[src/rtl/lc3_datapath_p.sv]
// LC-3-style datapath: register file, PC, IR, EAB, ALU, NZP, MAR/MDR and req/ack memory port.
// Define DP_BUS_CHECK_EN for a priority bus with sticky contention flag; otherwise the bus ORs its sources.
module lc3_datapath_p #(
    parameter int          WIDTH    = 16,
    parameter int          NREG     = 8,
    parameter logic [15:0] RESET_PC = 16'h3000,
    localparam int         RW       = $clog2(NREG)
) (
    input  logic             clk,
    input  logic             reset,
    input  logic [3:0]       bus_sel,
    input  logic             sel_marm,
    input  logic [1:0]       sel_pc,
    input  logic             ld_pc,
    input  logic             ld_ir,
    input  logic             flag_we,
    input  logic             reg_we,
    input  logic             ld_mar,
    input  logic             ld_mdr,
    input  logic             mem_we,
    input  logic [RW-1:0]    dr,
    input  logic [RW-1:0]    sr1,
    input  logic [RW-1:0]    sr2,
    input  logic             sel_eab1,
    input  logic [1:0]       sel_eab2,
    input  logic [1:0]       alu_op,
    input  logic             sel_mdr,
    output logic             mem_req,
    output logic             mem_wr,
    output logic [WIDTH-1:0] mem_addr,
    output logic [WIDTH-1:0] mem_wdata,
    input  logic [WIDTH-1:0] mem_rdata,
    input  logic             mem_ack,
    output logic [WIDTH-1:0] ir,
    output logic             n,
    output logic             z,
    output logic             p,
    output logic             busy,
    output logic             bus_err
);

    // state | meaning
    // IDLE  | no transaction, MAR/MDR loadable
    // READ  | mem_req high, MDR <= mem_rdata on ack
    // WRITE | mem_req and mem_wr high until ack
    typedef enum logic [1:0] {IDLE, READ, WRITE} memState_e;

    localparam logic [WIDTH-1:0] PC_INIT = WIDTH'(RESET_PC);

    memState_e        state;
    logic [WIDTH-1:0] regs [NREG];
    logic [WIDTH-1:0] pc, mar, mdr;
    logic [WIDTH-1:0] ra, rb, bOp, aluOut, eabBase, eabOff, eab, marmOut, bus;

    assign ra       = regs[sr1];
    assign rb       = regs[sr2];
    assign bOp      = ir[5] ? {{(WIDTH-5){ir[4]}}, ir[4:0]} : rb;
    assign eabBase  = sel_eab1 ? ra : pc;
    assign eab      = eabBase + eabOff;
    assign marmOut  = sel_marm ? eab : {{(WIDTH-8){1'b0}}, ir[7:0]};
    assign mem_addr  = mar;
    assign mem_wdata = mdr;

    always_comb begin
        aluOut = '0;
        case (alu_op)
            2'd0:    aluOut = ra + bOp;
            2'd1:    aluOut = ra & bOp;
            2'd2:    aluOut = ~ra;
            default: aluOut = ra;
        endcase
    end

    always_comb begin
        eabOff = '0;
        case (sel_eab2)
            2'd0:    eabOff = '0;
            2'd1:    eabOff = {{(WIDTH-6){ir[5]}}, ir[5:0]};
            2'd2:    eabOff = {{(WIDTH-9){ir[8]}}, ir[8:0]};
            default: eabOff = {{(WIDTH-11){ir[10]}}, ir[10:0]};
        endcase
    end

`ifdef DP_BUS_CHECK_EN
    always_comb begin
        bus = '0;
        if (bus_sel[3])      bus = aluOut;
        else if (bus_sel[2]) bus = mdr;
        else if (bus_sel[1]) bus = pc;
        else if (bus_sel[0]) bus = marmOut;
    end

    always_ff @(posedge clk or negedge reset) begin
        if (!reset)
            bus_err <= 1'b0;
        else if ($countones(bus_sel) > 1)
            bus_err <= 1'b1;
    end
`else
    assign bus = ({WIDTH{bus_sel[3]}} & aluOut) | ({WIDTH{bus_sel[2]}} & mdr)
               | ({WIDTH{bus_sel[1]}} & pc)     | ({WIDTH{bus_sel[0]}} & marmOut);
    assign bus_err = 1'b0;
`endif

    always_ff @(posedge clk or negedge reset) begin
        if (!reset) begin
            for (int i = 0; i < NREG; i++) regs[i] <= '0;
            pc <= PC_INIT;
            ir <= '0;
            n  <= 1'b0;
            z  <= 1'b1;
            p  <= 1'b0;
        end else begin
            if (reg_we) regs[dr] <= bus;
            if (ld_ir)  ir <= bus;
            if (ld_pc) begin
                case (sel_pc)
                    2'd0:    pc <= pc + 1'b1;
                    2'd1:    pc <= bus;
                    2'd2:    pc <= eab;
                    default: pc <= pc;
                endcase
            end
            if (flag_we) begin
                n <= bus[WIDTH-1];
                z <= (bus == '0);
                p <= !bus[WIDTH-1] && (bus != '0);
            end
        end
    end

    // MAR/MDR only change in IDLE so address and write data stay stable for the whole handshake
    always_ff @(posedge clk or negedge reset) begin
        if (!reset) begin
            state   <= IDLE;
            mem_req <= 1'b0;
            mem_wr  <= 1'b0;
            busy    <= 1'b0;
            mar     <= '0;
            mdr     <= '0;
        end else begin
            case (state)
                IDLE: begin
                    if (ld_mar) mar <= bus;
                    if (ld_mdr && !sel_mdr) mdr <= bus;
                    if (mem_we) begin
                        state   <= WRITE;
                        mem_req <= 1'b1;
                        mem_wr  <= 1'b1;
                        busy    <= 1'b1;
                    end else if (ld_mdr && sel_mdr) begin
                        state   <= READ;
                        mem_req <= 1'b1;
                        mem_wr  <= 1'b0;
                        busy    <= 1'b1;
                    end
                end
                READ, WRITE: begin
                    if (mem_ack) begin
                        if (state == READ) mdr <= mem_rdata;
                        state   <= IDLE;
                        mem_req <= 1'b0;
                        mem_wr  <= 1'b0;
                        busy    <= 1'b0;
                    end
                end
                default: begin
                    state   <= IDLE;
                    mem_req <= 1'b0;
                    mem_wr  <= 1'b0;
                    busy    <= 1'b0;
                end
            endcase
        end
    end

endmodule
[config.mk]
export PLATFORM = sky130hd
export DESIGN_NAME = lc3_datapath_p
export DESIGN_NICKNAME = d
export VERILOG_FILES = /design/src/rtl/lc3_datapath_p.sv
export SDC_FILE = /design/constraint.sdc
export NUM_CORES = 1
export LEC_CHECK = 0
export ABC_AREA = 0
export BUFFER_PORTS_ARGS = -buffer_cell sky130_fd_sc_hd__buf_2
export CORE_ASPECT_RATIO = 1.4
export CORE_MARGIN = 2
export CORE_UTILIZATION = 53
export DETAILED_ROUTE_END_ITERATION = 10
export GPL_TIMING_DRIVEN = 0
export PLACE_DENSITY = 0.69
export SLEW_MARGIN = 20
export SYNTH_ARGS = -nofsm -noshare
export SYNTH_HDL_FRONTEND = slang
export SYNTH_SLANG_ARGS = --single-unit
export TNS_END_PERCENT = 10
[constraint.sdc]
create_clock -name clk -period 4.39 [get_ports clk]
set_clock_uncertainty 0.1 [all_clocks]
set_input_delay 0.6585 -clock clk [delete_from_list [all_inputs] [get_ports clk]]
set_output_delay 0.6585 -clock clk [all_outputs]
set_load 0.02 [all_outputs]
==> out/results.tsv, run 1 <==
stage	metric	value	unit
setup_path	Worst setup SP type	input pin	
power	P_int	6.142	mW
setup_path	CP arrival	4.52	ns
floorplan	IO Count	103	
power	Pwr per Cell Area	790.3	nW/um2
setup_path	CP required	4.66	ns
clocking	Worst-Skew Late Latency	0.46	ns
drt	via count	11520	
power	Leakage	6.117	nW
clocking	Worst-path clk slew	0.07	ns
global_routing	GRT Util Overall	34.99	%
layout	layout cells sized above 1	19.91	%
drt	Routed WL per cell	23.58	um
setup_path	highest-delay cell along the critical path	fa_2	
synthesis	syn nets	1466	
synthesis	top post-synthesis cells by area	dfrtp_1, mux4_2, a21oi_1	
clocking	H-tree depth	4	
power	Net Sw Frac	47.10	%
floorplan	die area	25430	um2
place	gpl congestion	0.9601	
power	clock power share	14.1	%
synthesis	ys flop type	dfrtp_1	
sta	fin. max-slew vios	0	
drt	1st-pass router iterations	5	
place	dpl hpwl	33930	um
layout	antenna cells	0	
clocking	CTS tree	built	
floorplan	Chip Width	135.3	um
setup_path	FF-to-FF path depth	12	
synthesis	Synth area leader	dfrtp_1	
sta	Final Setup Violations	0	
global_routing	total congestion overflow	0	
layout	Core Util, Final	61.71	%
setup_path	register-to-register setup slack	0.23	ns
clocking	Clock Tree Root	clkbuf_16	
synthesis	share of the synthesized area in the top cell type	38.13	%
sta	crit share post-route	96.89	%
synthesis	ys async rst share	100.0	%
sta	final-report hold violation count	0	
hold_path	worst hold path cell count	3	
power	switching power	5.469	mW
setup_path	most used cell, CP	buf_2	
clocking	Clock Sinks	198	
drt	DRC viols	0	
clocking	cts bufs inserted	17	
synthesis	Synth Register Bits	198	
synthesis	mapped cell area	12800	um2
sta	final setup TNS	0	ns
drt	WL final	43080	um
layout	Nets	1591	
flow_run	Max-cap violations	0	
synthesis	Synthesis Warnings	0	
global_routing	initial antenna violation count	0	
synthesis	synth unique cells	84	
power	VDD IR-drop max	0.5398	mV
setup_path	worst-path cell chain	buf_2 -> buf_2 -> mux4_2 -> mux2i_4 -> a21oi_1 -> ha_2 -> fa_2 -> mux2_2 -> a222oi_1 -> o31ai_2 -> nor3_1 -> and3_2 -> and3_1 -> nand4_1 -> o32ai_2	
layout	Synth-to-Final Area Change	14.80	%
sta	Final Hold Slack	0.3643	ns
global_routing	first-pass GRT wire length	66830	um
clocking	clock buffer depth	2	
floorplan	die height	187.9	um
floorplan	Rows	67	
place	IO buf count	92	
sta	Max transition margin	27.96	%
setup_path	Crit. End Element	register	
global_routing	vias in the first global route	11800	
setup_path	max incr delay on CP	0.50	ns
power	Seq pwr share	29.1	%
setup_path	launching point of the worst reg2reg path	regs[3]$_DFFE_PN0P_	
synthesis	sequential element share of the synthesized area	38.74	%
setup_path	R2R Path End	p$_DFFE_PN0P_	
floorplan	Core ar.	23810	um2
setup_path	worst-path fanout max	10	
layout	fillers	2120	
hold_path	Endpoint, Worst Hold	mem_wr$_DFFE_PN0P_	
drt	initial DRC count	854	
floorplan	starting density of the core	53.76	%
drt	drt via density	6.304	
sta	max frequency	235.1	MHz
power	combinational power share	56.8	%
sta	RSZ-0062 raised after global routing	no	
global_routing	largest net degree at the start of global routing	84	
setup_path	CP Class	in -> reg	
synthesis	Avg Inst Size Synth	9.281	um2
hold_path	Hold WC Path Type	in -> reg	
synthesis	Post-synth EDFFs	0	
hold_path	Hold Path Origin	mem_we	
sta	Worst-Margin Slew	1.073	ns
run_status	outcome	finished clean	
drt	Final ANT Viol Nets	0	
sta	crit path time final	4.253	ns
synthesis	post-synthesis instance total	1379	
layout by cell type (no fill, tap or decap), types with 6 or more instances in the layout:
cell type,count
a211oi_1,17
a211oi_2,7
a21o_1,6
a21oi_1,178
a222oi_1,9
a31oi_1,7
and2_1,6
and3_1,7
buf_2,103
buf_4,19
clkbuf_1,70
clkbuf_16,17
clkbuf_2,6
dfrtp_1,195
ha_1,34
inv_1,41
mux2_2,14
mux2i_1,14
mux2i_4,8
mux4_2,60
nand2_1,137
nand2b_1,7
nand3_1,15
nand4_1,7
nor2_1,174
nor2b_1,28
nor3_1,9
o211ai_1,8
o21a_1,11
o21ai_0,113
o21ai_1,13
o22ai_1,7
xnor2_1,15
xor2_1,11
what timing repair did:
action / 4_1_cts / 5_1_grt
pin swaps: 4 / 9
setup buffers: 6 / 7
gates resized for setup: 29 / 40
setup endpoints to repair: 164 / 112
endpoints found under the hold margin: 35 / 0
hold buffers: 1 / 0
logic make-up (layout without fill, tap and decap cells):
| family | after synthesis | in the layout | share of synthesized area [%] |
|---|---|---|---|
| flip-flops | 198 | 198 | 38.74 |
| XOR/XNOR | 26 | 26 | 1.779 |
| other | 1 | 1 | 0.02930 |
| AND/OR/NAND/NOR | 419 | 419 | 14.56 |
| adder cells (fa/ha/maj) | 39 | 39 | 3.930 |
| buffers and inverters | 149 | 287 | 4.996 |
| multiplexers | 103 | 103 | 15.08 |
| AO/OA/AOI/OAI | 444 | 444 | 20.88 |
critical path, delay by kind of cell:
kind / cells / cell delay, ns
fa+ha+maj: 2 / 0.73
mux: 3 / 0.91
buf+inv: 2 / 0.47
simple gates: 4 / 0.77
compound gates: 4 / 0.96
flip-flops by register name, summed over array words and instances, names as in the netlist:
register and flops:
ir 16, n 1, regs 128, state 1, p 1, mem_wr 1
pc 16, busy 1, z 1, mem_wdata 16, mem_addr 16
through the flow:
stage / instances / cell area [um2] / power [mW] / setup WS, ns
after CTS: 1821 / 14480 / 11.23 / 0.006489
after detailed placement: 1783 / 13720 / 9.391 / -1.281
final: 1827 / 14690 / 11.61 / 0.1367
after global placement: 1781 / 13650 / 9.251 / -1.225
after global routing: 1827 / 14690 / 12.32 / 0.002371
after floorplan: 1379 / 12800 / 7.468 / 0.006044
power groups by stage:
| stage | clock [mW] | combinational, mW | sequential, mW |
|---|---|---|---|
| after global placement | 0 | 5.94 | 3.31 |
| after detailed placement | 0 | 6.04 | 3.35 |
| after floorplan | 0 | 4.11 | 3.35 |
| after global routing | 1.72 | 7.15 | 3.45 |
| final | 1.64 | 6.59 | 3.38 |
| after CTS | 1.64 | 6.26 | 3.32 |
how the worst max path moves through the flow:
stage	startpoint	endpoint	slack (ns)
finish	sr1[2]	z$_DFFE_PN1P_	0.14
global route	sr2[0]	regs[111]$_DFFE_PN0P_	0.002
floorplan	sr1[0]	p$_DFFE_PN0P_	0.006
CTS	sr2[0]	p$_DFFE_PN0P_	0.006
detailed placement	sr2[0]	ir[15]$_DFFE_PN0P_	-1.28
global placement	sr2[0]	ir[15]$_DFFE_PN0P_	-1.22
Yosys cell counts, types with 5 or more instances:
cell      number
xor2_1        11
o22ai_1        7
buf_2         17
nand2_1      137
o31ai_1        6
mux2i_4        5
inv_1         41
nor3_1        10
mux4_2        60
nor2_1       174
a31oi_1        8
nand2b_1       7
nand3_1       15
and2_1         6
a21oi_1      180
dfrtp_1      195
mux2i_1       19
a221oi_1       5
o211ai_1       8
xnor2_1       15
and3_1         8
o21a_1        12
nor2b_1       28
a22o_1         5
mux2_2        14
ha_1          37
buf_1          5
o21ai_0      115
a222oi_1       9
o21ai_1       12
a21o_1         6
clkbuf_1      78
nand4_1        7
a211oi_1      23
routing by layer:
layer | routed length (um) | part of all wire, % | vias up | track usage [%]
met5 | 0 | 0 | - | 0
met4 | 2808 | 6.5 | 0 | 21.96
met3 | 1943 | 4.5 | 135 | 3.704
met2 | 22600 | 52 | 486 | 62.48
met1 | 15730 | 37 | 5639 | 39.53
li1 | - | - | 5257 | -
cell type report:
| type | instances | area (um2) | share of cell area, % |
|---|---|---|---|
| plain buffers | 105 | 533.0 | 3.628 |
| clock buffers | 20 | 456.7 | 3.108 |
| clock inverters | 12 | 142.6 | 0.9708 |
| inverters | 42 | 157.7 | 1.073 |
| multi-input cells | 1032 | 7423 | 50.52 |
| flip-flops and latches | 198 | 4959 | 33.75 |
| well taps | 310 | 387.9 | 2.640 |
| repair buffers | 108 | 633.1 | 4.309 |
(Power assumes the default switching activity.)
==> inputs of run 2 (changes only) <==
--- a/config.mk
+++ b/config.mk
@@ -8,7 +8,6 @@
 export ABC_AREA = 0
 export BUFFER_PORTS_ARGS = -buffer_cell sky130_fd_sc_hd__buf_2
 export CORE_ASPECT_RATIO = 1.4
-export CORE_MARGIN = 2
 export CORE_UTILIZATION = 53
 export DETAILED_ROUTE_END_ITERATION = 10
 export GPL_TIMING_DRIVEN = 0
==> run 2 against run 1 <==
Against the previous run: count of clock-buffer cells in the layout down 1; register-to-register slack hardly changed; sequential power hardly changed; largest power group unchanged; critical endpoint is now p$_DFFE_PN0P_; non-clock buffer count shrank 1; via count is 0.74% lower.
==> out/results.tsv, run 2 (same netlist as run 1, synthesis figures left out) <==
stage	metric	value	unit	change
clocking	H-tree depth	4		unchanged
setup_path	Crit. End Element	register		
setup_path	highest-delay cell along the critical path	fa_1		
place	gpl congestion	0.9479		-1.3%
layout	Core Util, Final	62.49	%	+0.78 points
drt	via count	11430		-0.74%
layout	Largest register FFs	128		unchanged
clocking	CTS tree	built		
drt	initial DRC count	768		-10%
drt	1st-pass router iterations	6		+1
sta	crit path time final	4.265	ns	+0.01185 ns
sta	final-report hold violation count	0		unchanged
global_routing	initial antenna violation count	0		unchanged
layout	most frequent cells in the layout	dfrtp_1, a21oi_1, nor2_1, nand2_1, o21ai_0		
run_status	outcome	finished clean		
clocking	Worst-path clk slew	0.08	ns	about the same
setup_path	CP arrival	4.51	ns	about the same
setup_path	CP Class	in -> reg		
floorplan	IO Count	103		unchanged
power	VDD IR-drop max	0.3913	mV	-28%
setup_path	CP required	4.63	ns	-0.03 ns
layout	layout cells sized above 1	19.80	%	-0.11 points
drt	drt via density	6.278		-0.41%
floorplan	Chip Width	133.3	um	-1.5%
floorplan	die height	185.9	um	-1.1%
floorplan	Core ar.	23450	um2	-1.5%
sta	fin. max-slew vios	0		unchanged
layout	Synth-to-Final Area Change	14.52	%	
layout	Largest Register	regs		
setup_path	Worst setup SP type	input pin		
layout	Finished Cell Area	14660	um2	-0.25%
global_routing	vias in the first global route	11510		-2.5%
place	placed inst area	13710	um2	about the same
clocking	Clock Tree Root	clkbuf_16		
drt	Final ANT Viol Nets	0		unchanged
floorplan	starting density of the core	54.57	%	+0.81 points
global_routing	largest net degree at the start of global routing	84		unchanged
layout	fillers	2010		-5.2%
sta	worst setup margin	0.1249	ns	-0.01185 ns
sta	crit share post-route	97.16	%	+0.27 points
sta	Final Hold Slack	0.3508	ns	-0.01358 ns
floorplan	die area	24780	um2	-2.5%
drt	DRC viols	0		unchanged
hold_path	Hold WC Path Type	in -> reg		
global_routing	first-pass GRT wire length	66080	um	-1.1%
flow_run	Max-cap violations	0		unchanged
place	dpl hpwl	33900	um	about the same
drt	WL final	43450	um	+0.84%
setup_path	max incr delay on CP	0.49	ns	about the same
sta	Final Setup Violations	0		unchanged
clocking	clock buffer depth	2		unchanged
place	IO buf count	92		unchanged
clocking	Clock Sinks	198		unchanged
clocking	Worst-Skew Late Latency	0.46	ns	about the same
setup_path	worst-path cell chain	buf_2 -> buf_2 -> mux4_2 -> mux2i_4 -> a21oi_1 -> ha_2 -> fa_1 -> a21oi_4 -> o21ai_0 -> a21oi_1 -> xnor2_1 -> a221oi_4 -> and3_1 -> nand4_1 -> o22a_1		
sta	Worst-Margin Slew	1.165	ns	+0.09130 ns
setup_path	WP buf/inv	2		unchanged
power	Leakage	6.120	nW	about the same
layout	Nets	1590		-0.063%
setup_path	worst-path fanout max	10		unchanged
sta	Max transition margin	21.83	%	-6.1 points
power	Pwr per Cell Area	785.9	nW/um2	-0.56%
layout	commonest non-fill, non-tap cell in the layout	dfrtp_1		
sta	max frequency	234.5	MHz	-0.28%
global_routing	GRT Util Overall	36.16	%	+1.2 points
setup_path	CP top delay family	compound AO/OA/AOI/OAI gates		
global_routing	total congestion overflow	0		unchanged
floorplan	Rows	66		-1.5%
clocking	cts bufs inserted	17		unchanged
place	DP Worst Slack	-1.436	ns	-0.1552 ns
layout	antenna cells	0		unchanged
drt	Routed WL per cell	23.86	um	+1.2%
[run 2: routing by layer]
layer / global-route usage, % / vias to the layer above / wire length [um]
met5: 0 / - / 0
met4: 26.36 / 0 / 3160
met3: 4.439 / 139 / 2062
met2: 64.13 / 447 / 22260
met1: 40.04 / 5563 / 15970
li1: - / 5283 / -
[run 2: path summary, 6_finish.rpt]
kind	start	to	slack, ns	depth (start not counted)
max	sr1[2]	p$_DFFE_PN0P_	0.12	15
min	mem_we	mem_wr$_DFFE_PN0P_	0.35	3
max reg2reg	ir[5]$_DFFE_PN0P_	p$_DFFE_PN0P_	0.22	14
min reg2reg	z$_DFFE_PN1P_	z$_DFFE_PN1P_	0.41	2
max in group asynchronous	reset	regs[25]$_DFFE_PN0P_	2.47	4
min in group asynchronous	reset	mem_wdata[2]$_DFFE_PN0P_	0.56	2
[run 2: final cells by class]
type	count	area, um2	share of cell area (%)
Sequential cell	198	4959	33.83
Buffer	105	546.8	3.731
Tap cell	306	382.9	2.612
Inverter	42	157.7	1.076
Multi-Input combinational cell	1032	7401	50.49
Timing Repair Buffer	107	625.6	4.268
Clock inverter	12	141.4	0.9647
Clock buffer	19	442.9	3.022
[run 2: worst register-to-register path: stages, from the launching register on]
cell and delay [ns]:
dfrtp_1 0.61, clkbuf_2 0.38, nand2_1 0.08, o21ai_0 0.09
ha_1 0.23, inv_1 0.08, fa_1 0.45, nor2b_1 0.24
o31a_1 0.28, o21a_1 0.15, o31ai_1 0.10, a221oi_4 0.47
and3_1 0.33, nand4_1 0.21, o22a_1 0.26
[run 2: through the flow]
stage | instances | power, mW | TNS [ns]
after global routing | 1821 | 12.24 | -0.02659
after floorplan | 1379 | 7.468 | 0
after detailed placement | 1779 | 9.369 | -136.53
after CTS | 1813 | 11.21 | 0
after global placement | 1777 | 9.242 | -275.10
final | 1821 | 11.52 | 0
[run 2: timing repair]
action | in CTS | in global routing
resized for setup | 42 | 33
hold buffers | 1 | 0
pin swaps | 7 | 9
hold endpoints to repair | 36 | 0
buffers inserted | 4 | 8
setup endpoints to repair | 155 | 117
[run 2: power by group]
part	total, mW	internal (mW)	switching, mW
Sequential	3.38	2.61	0.772
Combinational	6.51	2.62	3.89
Clock	1.63	0.864	0.761
Total	11.5	6.09	5.42
